<file path="src/rtl/asi_reg_arb.sv">
// Round-robin arbiter sharing one single-port register bank between the ASI
// write and read channels, keeping write bursts atomic and bounding each access by a timeout.
module asi_reg_arb #(
  parameter int                REG_AW     = 20,
  parameter int                REG_DW     = 32,
  parameter int                REG_WSTRBW = REG_DW/8,
  parameter int                L          = $clog2(REG_DW/8),
  parameter int                TMO_W      = 8,
  parameter int                TMO_CYC    = 255,
  parameter logic [REG_DW-1:0] ERR_RDATA  = REG_DW'(32'hDEAD_BEEF)
) (
  input  logic                  clk,
  input  logic                  rst_n,
  input  logic [REG_AW-L-1:0]   s_waddr,
  input  logic [REG_DW-1:0]     s_wdata,
  input  logic [REG_WSTRBW-1:0] s_wstrb,
  input  logic                  s_wlast,
  input  logic                  s_wvalid,
  output logic                  s_wready,
  output logic                  s_werr,
  input  logic [REG_AW-L-1:0]   s_raddr,
  input  logic                  s_rvalid,
  output logic                  s_rready,
  output logic [REG_DW-1:0]     s_rdata,
  output logic                  s_rerr,
  output logic                  r_req,
  output logic                  r_we,
  output logic [REG_AW-L-1:0]   r_addr,
  output logic [REG_DW-1:0]     r_wdata,
  output logic [REG_WSTRBW-1:0] r_wstrb,
  input  logic [REG_DW-1:0]     r_rdata,
  input  logic                  r_ack,
  output logic                  busy
);

  typedef enum logic [1:0] {IDLE, WR, RD, RESP} state_t;

  localparam logic [TMO_W-1:0] TMO_LIM = TMO_W'(TMO_CYC);

  state_t           r_state;
  state_t           w_state_nxt;
  logic             r_wlock;
  logic             r_last_wr;
  logic             r_wlast;
  logic [TMO_W-1:0] r_cnt;
  logic             w_grant_w;
  logic             w_grant_r;
  logic             w_done;
  logic             w_tmo;
  logic             w_in_acc;

  assign w_in_acc = (r_state == WR) || (r_state == RD);

  always_ff @(posedge clk or negedge rst_n) begin
    if (!rst_n) r_state <= IDLE;
    else        r_state <= w_state_nxt;
  end

  // An open burst (wlock) starves reads; otherwise contention goes to the side not served last.
  always_comb begin
    w_state_nxt = r_state;
    w_grant_w   = 1'b0;
    w_grant_r   = 1'b0;
    w_done      = 1'b0;
    w_tmo       = 1'b0;
    case (r_state)
      IDLE: begin
        if (r_wlock) begin
          w_grant_w = s_wvalid;
        end else if (s_wvalid && s_rvalid) begin
          w_grant_w = !r_last_wr;
          w_grant_r = r_last_wr;
        end else begin
          w_grant_w = s_wvalid;
          w_grant_r = s_rvalid;
        end
        if (w_grant_w)      w_state_nxt = WR;
        else if (w_grant_r) w_state_nxt = RD;
      end
      WR, RD: begin
        if (r_ack) begin
          w_done      = 1'b1;
          w_state_nxt = RESP;
        end else if (r_cnt == TMO_LIM) begin
          w_done      = 1'b1;
          w_tmo       = 1'b1;
          w_state_nxt = RESP;
        end
      end
      RESP:    w_state_nxt = IDLE;
      default: w_state_nxt = IDLE;
    endcase
  end

  // Outputs are registered from the next-state decision so nothing is combinational from inputs.
  always_ff @(posedge clk or negedge rst_n) begin
    if (!rst_n) begin
      r_req     <= 1'b0;
      r_we      <= 1'b0;
      busy      <= 1'b0;
      s_wready  <= 1'b0;
      s_werr    <= 1'b0;
      s_rready  <= 1'b0;
      s_rerr    <= 1'b0;
      r_wlock   <= 1'b0;
      r_last_wr <= 1'b0;
      r_wlast   <= 1'b0;
      r_cnt     <= '0;
      r_addr    <= '0;
      r_wdata   <= '0;
      r_wstrb   <= '0;
      s_rdata   <= '0;
    end else begin
      r_req    <= (w_state_nxt == WR) || (w_state_nxt == RD);
      busy     <= (w_state_nxt != IDLE);
      s_wready <= w_done && (r_state == WR);
      s_werr   <= w_tmo  && (r_state == WR);
      s_rready <= w_done && (r_state == RD);
      s_rerr   <= w_tmo  && (r_state == RD);

      if (w_grant_w) begin
        r_we    <= 1'b1;
        r_addr  <= s_waddr;
        r_wdata <= s_wdata;
        r_wstrb <= s_wstrb;
        r_wlast <= s_wlast;
        r_cnt   <= '0;
      end else if (w_grant_r) begin
        r_we    <= 1'b0;
        r_addr  <= s_raddr;
        r_wstrb <= '0;
        r_cnt   <= '0;
      end else if (w_in_acc && !r_ack) begin
        r_cnt <= r_cnt + 1'b1;
      end

      if ((r_state == RD) && w_done) s_rdata <= w_tmo ? ERR_RDATA : r_rdata;

      // Lock follows the completed beat's wlast even when that beat timed out.
      if (r_state == RESP) begin
        r_last_wr <= r_we;
        if (r_we) r_wlock <= !r_wlast;
      end
    end
  end

endmodule

</file>
<file path="config.mk">
export PLATFORM = sky130hd
export DESIGN_NAME = asi_reg_arb
export DESIGN_NICKNAME = d
export VERILOG_FILES = /design/src/rtl/asi_reg_arb.sv
export SDC_FILE = /design/constraint.sdc
export NUM_CORES = 1
export LEC_CHECK = 0
export ABC_AREA = 1
export CELL_PAD_IN_SITES_DETAIL_PLACEMENT = 2
export CELL_PAD_IN_SITES_GLOBAL_PLACEMENT = 2
export CORE_MARGIN = 1
export CORE_UTILIZATION = 23
export CTS_CLUSTER_SIZE = 30
export DETAILED_ROUTE_END_ITERATION = 16
export GPL_TIMING_DRIVEN = 0
export PLACE_DENSITY = 0.91
export RECOVER_POWER = 50
export SYNTH_ARGS = -nofsm -noshare
export SYNTH_HDL_FRONTEND = slang
export SYNTH_SLANG_ARGS = --single-unit
export TNS_END_PERCENT = 5
</file>
<file path="constraint.sdc">
create_clock -name clk -period 1.9 [get_ports clk]
set_input_delay 0.285 -clock clk [delete_from_list [all_inputs] [get_ports clk]]
set_output_delay 0.285 -clock clk [all_outputs]
set_load 0.05 [all_outputs]
</file>
==> results.txt <==
Worst Path Buf+Inv - 1
I/O pin cnt - 203
# DRC - 0
Core box area - 20490 um^2
Worst EP required - 1.62 ns
Clock Skews - 0.005712 ns
Crit-path slowest cell - clkdlybuf4s50_1
Register bit total from synthesis - 106
GRT busiest layer - met2
Leakage - 3.875 nW
Hold path depth - 3
Syn Std Cell Area - 4882 um^2
Die W - 147.7 um
Non-filler instance count after layout - 1102
Die Footprint - 21810 um^2
Complex-gate fraction of the synthesized area - 3.485%
Antenna viol nets, final - 0
Setup ws final - 0.06358 ns
Final TNS setup - 0 ns
Crit path max fanout - 2
Site Rows - 52
Diode count - 0
Max Freq - 544.5 MHz
Vias - 4725
# fillers - 2326
Clk_lat worst skew - 0.35 ns
Die Y - 147.7 um
Avg Vias per Cell - 4.288
Setup violations, final - 0
Minimum clock period - 1.836 ns
Pin count of the biggest net entering global routing - 64
Register area share after synthesis - 54.33%
Seq. cell area - 2653 um^2
Final Hold Viols - 0
Pre-CTS setup slack - -0.1924 ns
Reg2reg end - s_rdata[27]
Drt wl/cell - 15.41 um
Tot Pwr - 13.59 mW
WL final - 16.99 mm
Max-slew violation count - 0
Synth warnings - 0
Dpl cells - 1081
Post-Synth Adder-Cell Area - 1.538%
Grt total ovfl - 0
Clock transition at path regs - 0.07 ns
Slew margin rel. - 17.24%
Netlist cell types - 30
Area delta synth->final - 55.66%
Pwr Density - 1788 nW/um^2
DP HPWL - 13.00 mm
Initial antenna violation count - 1
Largest family of logic cells by synthesized area - simple AND/OR/NAND/NOR gates
CP Cell Sequence - clkdlybuf4s50_1
Setup slack, reg-to-reg - 0.10 ns
Critical Path Sink Type - primary output
GPL Wtd Cong - 0.7215
Final nets - 944
M1 GR Usage - 18.76%
Hold path start - r_ack
IO buf count - 201
Worst vdd ir - 0.7838 mV
GRT met2 Usage - 28.70%
Synth Net Count - 725
Multi-input gate area - 1745 um^2
Post-synthesis xor/xnor area fraction - 0.3588%
Setup crit start kind - flop
Clock Path Buffers - 2
Number of buffers created by CTS - 9
Total track usage - 16.32%
Final Cycle Share - 96.65%
Status - completed
Slew @ Worst Pin - 1.241 ns
CTS tree - done
Number of H-tree levels - 3
Worst Hold Class - in -> reg
First-pass GRT wire length - 27.79 mm
Post-synthesis mux area share - 0%
Simple-Gate Fraction of Synth Area - 30.22%
Hold Slack - 0.3113 ns
Root buf cell - clkbuf_16
Mapped Cells - 609
Syn Area/Cell - 8.017 um^2
Number of global-route vias before repair - 5353
Max-cap violation count - 0
1st-pass router iterations - 4
M3 GR Usage - 4.753%
WS Path Type - reg -> out
Worst r2r src - r_state[1]
Clk sinks - 106
DR iter-0 viols - 88
CP peak stage delay - 0.82 ns
Initial core utilization - 23.82%
Worst Hold Path EP - s_rdata[29]
Reg2Reg Depth - 10
Crit path max-delay family - buffers and inverters
RSZ-0062 raised after global routing - yes
Layout cell share with drive strength beyond 1 - 6.851%
WP data arrival - 1.55 ns
==> final cells by class <==
class / instances / area share (%)
Clock inverter: 1 / 0.1152
Tap cell: 270 / 4.445
Buffer: 26 / 2.519
Sequential cell: 106 / 34.90
Timing Repair Buffer: 208 / 27.28
Inverter: 84 / 4.165
Multi-Input combinational cell: 393 / 22.97
Clock buffer: 14 / 3.606
==> logic make-up (layout without fill, tap and decap cells) <==
kind of cell | Yosys count | after routing
AOI/OAI and AO/OA | 30 | 30
xor gates and xnor gates | 2 | 2
adders and majority gates | 6 | 6
buffers and inverters | 110 | 333
DFF | 106 | 106
and+or+nand+nor | 355 | 355
==> Yosys cell counts, drive strengths merged <==
library cell    n  area [um^2]
inv            83        311.6
a21boi          1        7.510
nor2           16        91.34
nand2         295         1115
nand3          33        200.2
clkinv          1        5.000
nor3            1        5.000
nor3b           1        7.510
nand4           9        56.30
ha              6        75.07
o21bai          1        7.510
a21oi           4        31.28
dfrtp         106         2653
clkbuf          8        31.28
buf            18        143.9
xnor2           2        17.52
o21ai          24        123.9
==> cell usage in the layout (no fill, tap or decap) <==
cell type / instances
nor2_2: 3
buf_4: 7
o21bai_1: 1
clkinv_4: 1
inv_1: 81
a21oi_1: 3
a21boi_0: 1
dlygate4sd3_1: 1
dlymetal6s2s_1: 1
nand2_2: 3
clkbuf_2: 2
dfrtp_1: 106
nand2_1: 292
buf_6: 10
nor2_4: 1
xnor2_1: 2
o21ai_0: 20
o21ai_2: 1
nand3_1: 29
nor2_1: 11
clkinv_2: 1
clkdlybuf4s50_1: 199
o21ai_1: 3
clkbuf_16: 9
nand3_4: 2
clkbuf_1: 10
a21oi_4: 1
nand3_2: 2
ha_2: 1
inv_2: 2
nor3_2: 1
buf_2: 5
buf_12: 1
nor3b_1: 1
clkbuf_8: 3
nand4_1: 9
ha_1: 5
nor2_8: 1
==> flip-flops by register name, summed over array words and instances (netlist names) <==
name	cells
r_addr	18
busy	1
s_werr	1
r_last_wr	1
s_rready	1
s_rdata	32
s_rerr	1
s_wready	1
r_wlock	1
r_state	2
r_wstrb	4
r_we	1
r_cnt	8
r_req	1
r_wlast	1
r_wdata	32
==> stage by stage <==
stage | area [um^2] | utilization (%)
global placement | 7232 | 35.29
CTS | 7574 | 36.95
floorplan | 4882 | -
detailed placement | 7261 | 35.43
global route | 7600 | 37.08
finish | 7600 | 37.08
==> power breakdown <==
part	switching, mW	internal (mW)
Clock	0.854	0.996
Combinational	5.40	2.58
Sequential	0.544	3.22
==> what timing repair did <==
action | in CTS | in global routing
hold buffers | 1 | 0
setup buffers | 2 | 3
hold endpoints to repair | 43 | 0
setup endpoints to repair | 21 | 31
pin swaps | 0 | 1
resized for setup | 2 | 6
==> worst max-delay path by stage <==
stage,start,end,cells after the start
finish,s_rdata[4],s_rdata[4],1
global route,r_state[1],s_rdata[27],10
CTS,r_we,r_we,1
detailed placement,s_wvalid,r_addr[9],7
global placement,rst_n,r_wdata[15],1
floorplan,r_state[0],s_rdata[19],10
==> metal layers <==
metal | vias up | routed length [um] | part of all wire [%]
met2 | 146 | 8497 | 50
met4 | 0 | 353 | 2.1
li1 | 2263 | - | -
met5 | - | 0 | 0
met3 | 22 | 1162 | 6.8
met1 | 2294 | 6971 | 41
No activity file was read; power rests on OpenSTA's default activity.
